===== src/rtl/alu_seq_pkg.sv =====
// alu_seq_pkg: opcodes, FSM state encoding and helpers for alu_seq
package alu_seq_pkg;
  localparam logic [3:0] OP_ADD  = 4'd0;
  localparam logic [3:0] OP_SUB  = 4'd1;
  localparam logic [3:0] OP_AND  = 4'd2;
  localparam logic [3:0] OP_OR   = 4'd3;
  localparam logic [3:0] OP_NOT  = 4'd4;
  localparam logic [3:0] OP_SHR1 = 4'd5;
  localparam logic [3:0] OP_SHL1 = 4'd6;
  localparam logic [3:0] OP_XOR  = 4'd7;
  localparam logic [3:0] OP_SHLN = 4'd8;
  localparam logic [3:0] OP_SHRN = 4'd9;
  localparam logic [3:0] OP_SARN = 4'd10;
  localparam logic [3:0] OP_ADDC = 4'd11;
  typedef enum logic {ST_IDLE, ST_SHIFT} state_t;
  function automatic logic is_shiftn(input logic [3:0] op);
    return op == OP_SHLN || op == OP_SHRN || op == OP_SARN;
  endfunction
  function automatic logic is_arith(input logic [3:0] op);
    return op == OP_ADD || op == OP_SUB || op == OP_ADDC;
  endfunction
endpackage


===== src/rtl/alu_seq_comb.sv =====
// alu_seq_comb: single-cycle ALU ops producing result, carry, overflow and illegal-op flag
module alu_seq_comb
  import alu_seq_pkg::*;
#(
  parameter int WIDTH = 8
) (
  input  logic [WIDTH-1:0] a,
  input  logic [WIDTH-1:0] b,
  input  logic [3:0]       op,
  input  logic             cin,
  output logic [WIDTH-1:0] result,
  output logic             carry,
  output logic             ovf,
  output logic             err
);
  localparam int M = WIDTH - 1;
  logic [WIDTH:0] sum;
  logic [WIDTH:0] dif;
  always_comb begin
    sum    = {1'b0, a} + {1'b0, b} + {{WIDTH{1'b0}}, op == OP_ADDC && cin};
    dif    = {1'b0, a} - {1'b0, b};
    result = '0;
    carry  = 1'b0;
    ovf    = 1'b0;
    err    = 1'b0;
    case (op)
      OP_ADD, OP_ADDC: begin
        result = sum[M:0];
        carry  = sum[WIDTH];
        ovf    = (a[M] == b[M]) && (sum[M] != a[M]);
      end
      OP_SUB: begin
        result = dif[M:0];
        carry  = dif[WIDTH];
        ovf    = (a[M] != b[M]) && (dif[M] != a[M]);
      end
      OP_AND: result = a & b;
      OP_OR:  result = a | b;
      OP_XOR: result = a ^ b;
      OP_NOT: result = ~a;
      OP_SHR1: begin
        result = a >> 1;
        carry  = a[0];
      end
      OP_SHL1: begin
        result = a << 1;
        carry  = a[M];
      end
      OP_SHLN, OP_SHRN, OP_SARN: result = a;
      default: err = 1'b1;
    endcase
  end
endmodule


===== src/rtl/alu_seq.sv =====
// alu_seq: registered ALU with valid/ready handshake, flags, stored carry and iterative shifts
module alu_seq
  import alu_seq_pkg::*;
#(
  parameter int WIDTH = 8
) (
  input  logic             clk,
  input  logic             rst,
  input  logic             in_valid,
  output logic             in_ready,
  input  logic [WIDTH-1:0] in_a,
  input  logic [WIDTH-1:0] in_b,
  input  logic [3:0]       in_op,
  output logic             out_valid,
  input  logic             out_ready,
  output logic [WIDTH-1:0] out_result,
  output logic             out_zero,
  output logic             out_neg,
  output logic             out_carry,
  output logic             out_ovf,
  output logic             out_err
);
  localparam int SHW = $clog2(WIDTH);
  state_t           state;
  logic [SHW-1:0]   cnt;
  logic [SHW-1:0]   n;
  logic [WIDTH-1:0] work;
  logic [3:0]       wop;
  logic             carry_reg;
  logic             accept;
  logic [WIDTH-1:0] c_res;
  logic             c_carry;
  logic             c_ovf;
  logic             c_err;
  logic [WIDTH-1:0] sh_next;
  logic             sh_out;
  assign n        = in_b[SHW-1:0];
  assign in_ready = state == ST_IDLE && (!out_valid || out_ready);
  assign accept   = in_valid && in_ready;
  alu_seq_comb #(.WIDTH(WIDTH)) u_comb (
    .a(in_a),
    .b(in_b),
    .op(in_op),
    .cin(carry_reg),
    .result(c_res),
    .carry(c_carry),
    .ovf(c_ovf),
    .err(c_err)
  );
  always_comb begin
    sh_next = wop == OP_SHLN ? work << 1 :
              wop == OP_SHRN ? work >> 1 : {work[WIDTH-1], work[WIDTH-1:1]};
    sh_out  = wop == OP_SHLN ? work[WIDTH-1] : work[0];
  end
  always_ff @(posedge clk) begin
    if (rst) begin
      state      <= ST_IDLE;
      cnt        <= '0;
      work       <= '0;
      wop        <= '0;
      carry_reg  <= 1'b0;
      out_valid  <= 1'b0;
      out_result <= '0;
      out_zero   <= 1'b0;
      out_neg    <= 1'b0;
      out_carry  <= 1'b0;
      out_ovf    <= 1'b0;
      out_err    <= 1'b0;
    end else begin
      if (out_ready) out_valid <= 1'b0;
      if (state == ST_IDLE) begin
        if (accept && is_shiftn(in_op) && n != '0) begin
          work  <= in_a;
          cnt   <= n;
          wop   <= in_op;
          state <= ST_SHIFT;
        end else if (accept) begin
          out_valid  <= 1'b1;
          out_result <= c_res;
          out_zero   <= !c_err && c_res == '0;
          out_neg    <= c_res[WIDTH-1];
          out_carry  <= c_carry;
          out_ovf    <= c_ovf;
          out_err    <= c_err;
          if (is_arith(in_op)) carry_reg <= c_carry;
        end
      end else begin
        work <= sh_next;
        cnt  <= cnt - SHW'(1);
        if (cnt == SHW'(1)) begin
          state      <= ST_IDLE;
          out_valid  <= 1'b1;
          out_result <= sh_next;
          out_zero   <= sh_next == '0;
          out_neg    <= sh_next[WIDTH-1];
          out_carry  <= sh_out;
          out_ovf    <= 1'b0;
          out_err    <= 1'b0;
        end
      end
    end
  end
endmodule


===== config.mk =====
export PLATFORM = sky130hd
export DESIGN_NAME = alu_seq
export DESIGN_NICKNAME = d
export VERILOG_FILES = /design/src/rtl/alu_seq_pkg.sv /design/src/rtl/alu_seq_comb.sv /design/src/rtl/alu_seq.sv
export SDC_FILE = /design/constraint.sdc
export NUM_CORES = 1
export LEC_CHECK = 0
export CORE_MARGIN = 4
export CORE_UTILIZATION = 25
export DETAILED_ROUTE_END_ITERATION = 10
export PLACE_DENSITY = 0.45
export SYNTH_ARGS = -nofsm -noshare
export SYNTH_HDL_FRONTEND = slang
export SYNTH_HIERARCHICAL = 1
export SYNTH_SLANG_ARGS = --single-unit

===== constraint.sdc =====
create_clock -name clk -period 4.05 [get_ports clk]
set_clock_uncertainty 0.15 [all_clocks]
set_input_delay 0.81 -clock clk [delete_from_list [all_inputs] [get_ports clk]]
set_output_delay 0.81 -clock clk [all_outputs]
set_load 0.01 [all_outputs]

==> flow_summary.yaml <==
clock_network:
  cts_setup_buffers: 0
  cts.sinks: 30
  clkLatencyLatePin_ns: 0.27
  clk_path_buf_depth: 2
  cts-htree-levels: 2
  cts_tree: "built"
  cts.clk_slew.worst_paths_ns: 0.05
  cts_buffers: 5
  root_buffer: "clkbuf_16"
yosys:
  synthArstFlopShare_pct: 0
  synthTopCellsByCount: "40 x nor2_1, 37 x a21oi_1, 31 x inv_1, 30 x dfxtp_1, 30 x nand2_1"
  synth_edf_count: 0
  synth_most_common_cell: "nor2_1"
  yosys_warnings: 6
  synthCells: 384
  synth-seq-cells: 30
  ys_seq_area_share_pct: 20.42
  synth_area_leaders: "dfxtp_1 20%, ha_1 11%, a21oi_1 6.3%"
  yosysTopAreaCell: "dfxtp_1"
  avgSynthCellArea_um2: 7.660
  synthFlopType: "dfxtp_1"
  synth_nets: 437
  synth_cell_types: 65
  yosysTopAreaCellShare_pct: 20.42
  netlist_area_mm2: 0.002942
sta:
  fin_ws_ns: 0.2419
  maxSlewHeadroom_pct: 33.61
  max_slew.worst_pin.slew_ns: 0.9820
  finalCriticalPeriod_ns: 3.808
  finalMaxSlewViolations: 0
  hold_viol_final: 0
  rsz0062_at_grt: "no"
  finalCritPeriodShare_pct: 94.03
  clock.fmax_mhz: 262.6
  setup_viol_count_final: 0
global_routing:
  grt_pass1_vias: 3037
  groute.usage.overall_pct: 14.79
  antenna_found_initial: 0
  grt-ovfl-total: 0
  grt_pass1_wl_um: 15980
  grt_max_degree: 30
pwr:
  p_total_w: 0.001100
  ir_drop_mv: 0.3432
  p_per_area_mw_per_mm2: 288.7
  p_leak_nw: 1.466
critical_path:
  crit_type: "input port to flip-flop"
  crit_fanout: 3
  ff2ff_path_depth: 10
  arrival_ns: 3.83
  start_kind: "input port"
  cp-end-kind: "flip-flop"
  required_ns: 4.07
routing:
  wirelength_um: 9815
  ant_nets: 0
  drt-initial-drc-count: 210
  drt_first_pass_iters: 4
  drc: 0
  post_drt_wl_per_cell_um: 16.89
  vias_per_cell: 5.239
  vias: 3044
placed_design:
  dp_cells: 573
  portBuffers: 38
  gp_congestion: 0.8819
  dpl.hpwl_um: 7470
  place_ws_ns: -0.1014
  placed_cell_area_mm2: 0.003626
layout:
  diodes: 0
  nNetsFinal: 490
  drive_above_1_share_pct: 12.56
  syn_to_final_growth_pct: 29.60
  fin_area_mm2: 0.003812
  final-instance-count-excl-fill: 581
  final_util_pct: 33.25
  reg_top3: "out_result (8), work (8), wop (4)"
run:
  maxCapViolCount: 0
floorplan:
  fp-row-count: 39
  die_h_um: 116.5
  initial_core_util_pct: 25.65
  io_pins: 39
  die_area_mm2: 0.01357
  die_w_um: 116.5
  core_area_mm2: 0.01147
run_status:
  status: "completed"
worst_hold_path:
  whs_path_depth: 2
  hold_class: "flip-flop to flip-flop"
## placed cells by master, fill, tap and decap left out, drive strengths merged, types with 13 or more instances in the layout
cell           instances
buf                   32
nand3                 13
ha                    26
nand2b                13
inv                   31
a21oi                 37
nand2                 30
dfxtp                 30
clkdlybuf4s50         38
nor2                  40
## area by class of cell
| class | count | area [µm²] |
|---|---|---|
| clock buffer | 7 | 132.6 |
| clock inverter | 1 | 30.03 |
| fill | 1237 | 7655 |
| inverter | 32 | 120.1 |
| multi-input combinational | 298 | 2130 |
| sequential | 30 | 600.6 |
| tap | 143 | 178.9 |
| timing repair buffer | 70 | 620.6 |
## metrics by stage
step	hold WS (ns)	setup TNS [ns]
3_5_place_dp	0.3019	-0.1115
4_1_cts	0.3102	0
5_1_grt	0.3490	0
2_1_floorplan	0.2863	0
6_report	0.3070	0
3_3_place_gp	0.2976	0
## worst max-delay path: stages
cell and delay [ns]:
clkdlybuf4s50_1 0.47, nor2b_1 0.17, nand3_1 0.12, fa_1 0.42, fa_1 0.42, o21bai_1 0.15
a21oi_1 0.15, a221oi_2 0.32, o221ai_2 0.15, nor4_2 0.29, nand3_1 0.12, a311oi_2 0.24
## cells by family (layout without fill, tap and decap cells)
| group | after synthesis | in the layout | synth area share (%) |
|---|---|---|---|
| buffers and inverters | 56 | 110 | 7.996 |
| AND/OR/NAND/NOR | 137 | 137 | 23.52 |
| flip-flops | 30 | 30 | 20.42 |
| multiplexers | 16 | 16 | 6.763 |
| AO/OA/AOI/OAI | 112 | 112 | 27.01 |
| XOR/XNOR | 4 | 4 | 1.191 |
| adder cells (fa/ha/maj) | 29 | 29 | 13.10 |
## where the power goes
group	switching, W	internal, W
combinational	0.000197	0.000166
clock	0.000120	0.000290
sequential	0.0000141	0.000313
## routing by layer
layer	wire (µm)	vias up	share of wire (%)	GRT usage, %
met5	0	-	0	0
met1	4609	1449	47	20.43
met4	151	0	1.5	3.790
met2	4520	91	46	24.10
met3	534	13	5.4	2.280
li1	-	1491	-	-
## path summary, 6_finish.rpt
check	from	end	slack, ns
worst max-delay path	in_op[3]	out_zero$_SDFFE_PP0P_	0.24
worst min-delay path	cnt[1]$_SDFFE_PP0P_	cnt[1]$_SDFFE_PP0P_	0.31
worst min register to register	cnt[1]$_SDFFE_PP0P_	cnt[1]$_SDFFE_PP0P_	0.31
worst max register to register	carry_reg$_SDFFE_PP0P_	out_zero$_SDFFE_PP0P_	1.10
## what timing repair did
item                                    4_1_cts  5_1_grt
endpoints found under the setup margin        0        2
hold buffers                                  0        0
hold endpoints to repair                      0        0
resized for setup                             0        5
(Power assumes the default switching activity.)
==> variant, RTL diff (same flow settings) <==
Reset style: asynchronous (`rst`), changed in one clocked block.
--- a/src/rtl/alu_seq.sv
+++ b/src/rtl/alu_seq.sv
@@ -52,7 +52,7 @@
               wop == OP_SHRN ? work >> 1 : {work[WIDTH-1], work[WIDTH-1:1]};
     sh_out  = wop == OP_SHLN ? work[WIDTH-1] : work[0];
   end
-  always_ff @(posedge clk) begin
+  always_ff @(posedge clk or posedge rst) begin
     if (rst) begin
       state      <= ST_IDLE;
       cnt        <= '0;
Check against the original RTL: differs if rst is asserted again (counterexample within 4 cycles, from zero or initial values and one cycle with rst high); with rst held inactive, the same outputs for 10 cycles.
==> variant against the original RTL <==
Via count rose by 9.0%. Area after synthesis rose by 12%. Setup slack improved by 0.046 ns. Sequential cell count did not move. Wire length rose by 13%. First-iteration DRC count rose by 20%. Global-route usage fell by 0.13 points. Critical endpoint is now out_result[4]. Design area rose by 7.4%.
Power is not compared: it rests on default switching activity, and its combinational part moved more than twofold at a synthesized area within 25%.
==> variant: results <==
set metrics [dict create \
    grtUsageTotal 0.1466 \
    hold_class "flip-flop to flip-flop" \
    fin_nets 506 \
    yosysSeqAreaShare 0.2287 \
    grt_pass1_wl_um 17390 \
    status "finished, final reports clean" \
    cts_resized 0 \
    wl_per_cell_um 17.74 \
    clockRootBuffer "clkbuf_16" \
    synth.area.top_cells "dfrtp_1 (23%), ha_1 (9.9%), nor2_1 (5.6%), mux2i_1 (4.3%), a31oi_1 (4.2%)" \
    synth_common_cells "nor2_1 (49), inv_1 (31), dfrtp_1 (30)" \
    grt.overflow.total 0 \
    cp_max_fo 4 \
    avgSynthCellArea_um2 8.027 \
    drive_gt1_frac 0.1322 \
    hpwl_um 8374 \
    gp_congestion 0.8573 \
    post_cts_buffers 0 \
    crit_path_top_delay_cell "clkdlybuf4s50_1" \
    grt_pass1_vias 3139 \
    n_fill_cell 1405 \
    drtPass1Iterations 5 \
    clk_latency_ns 0.27 \
    port_buffers 38 \
    drt-initial-drc-count 251 \
    irDropWorstVdd_mv 0.2968 \
    vias 3319 \
    antenna_found_initial 0 \
    synth_nets 462 \
    ys_warn_count 6 \
    dp_cells 618 \
    cp_top_family "adder cells" \
    biggestRegsByFlops "out_result x8, work x8, wop x4" \
    arrival_ns 3.77 \
    tightest_slew_ns 1.015 \
    routed_wl_um 11110 \
    async_flop_share 1.000 \
    clockBufferDepth 2 \
    yosysUniqueCellTypes 68 \
    grt_max_degree 38 \
]
-- variant: cell types whose count changed after synthesis, moves of 12 or more --
cell	delta
dfrtp_1	+30
dfxtp_1	-30
a21oi_1	-17
a31oi_1	+17
o21ai_0	+12
-- variant: power by group --
part           switching (mW)  internal (mW)
clock                   0.134          0.287
combinational           0.459          0.465
sequential              0.129          0.434
-- variant: path summary, 6_finish.rpt --
check	start	endpoint	slack, ns	depth (start not counted)
min in group asynchronous	rst	work[6]	0.78	3
min reg2reg	out_result[5]	out_result[5]	0.36	1
max reg2reg	carry_reg	out_result[4]	1.16	13
min	out_result[5]	out_result[5]	0.36	1
max	in_op[3]	out_result[4]	0.29	16
max in group asynchronous	rst	work[0]	2.68	3
-- variant: worst reg2reg max path: stages, from the launching register on --
cell      delay (ns)
dfrtp_1         0.35
nand4_1         0.12
fa_2            0.38
fa_1            0.39
nor2b_1         0.12
o21ai_0         0.09
nand2_1         0.15
o211ai_1        0.12
a21oi_1         0.16
o221ai_1        0.19
buf_4           0.17
nor2_1          0.07
nor2_1          0.05
mux2_4          0.26
-- variant: area by class of cell --
| type | count | area, µm² | area share |
|---|---|---|---|
| Multi-Input combinational cell | 321 | 2280 | 0.5567 |
| Timing Repair Buffer | 62 | 560.5 | 0.1369 |
| Clock inverter | 3 | 40.04 | 0.009777 |
| Tap cell | 172 | 215.2 | 0.05255 |
| Sequential cell | 30 | 750.7 | 0.1833 |
| Inverter | 33 | 123.9 | 0.03025 |
| Clock buffer | 5 | 125.1 | 0.03055 |
-- variant: metrics by stage --
stage | cell area [µm²] | TNS (ns) | worst slack (ns)
CTS | 4090 | 0 | 0.1840
global placement | 3925 | 0 | 0.01742
global route | 4095 | 0 | 0.04295
detailed placement | 3925 | -0.1298 | -0.06889
finish | 4095 | 0 | 0.2883
floorplan | 3283 | 0 | 0.2760
-- variant: cell families after synthesis --
family                     after synthesis  share of synthesized area
and+or+nand+nor                        148                     0.2344
adders and majority gates               29                     0.1174
muxes                                   28                     0.1033
xor gates and xnor gates                 2                   0.005336
DFF                                     30                     0.2287
buffers and inverters                   58                    0.08041
AOI/OAI and AO/OA                      114                     0.2306
-- variant: metal layers --
layer | vias up | track usage | part of all wire
li1 | 1569 | - | -
met1 | 1623 | 0.2146 | 0.49
met2 | 108 | 0.2209 | 0.44
met3 | 19 | 0.02258 | 0.051
met4 | 0 | 0.04479 | 0.022
met5 | - | 0 | 0
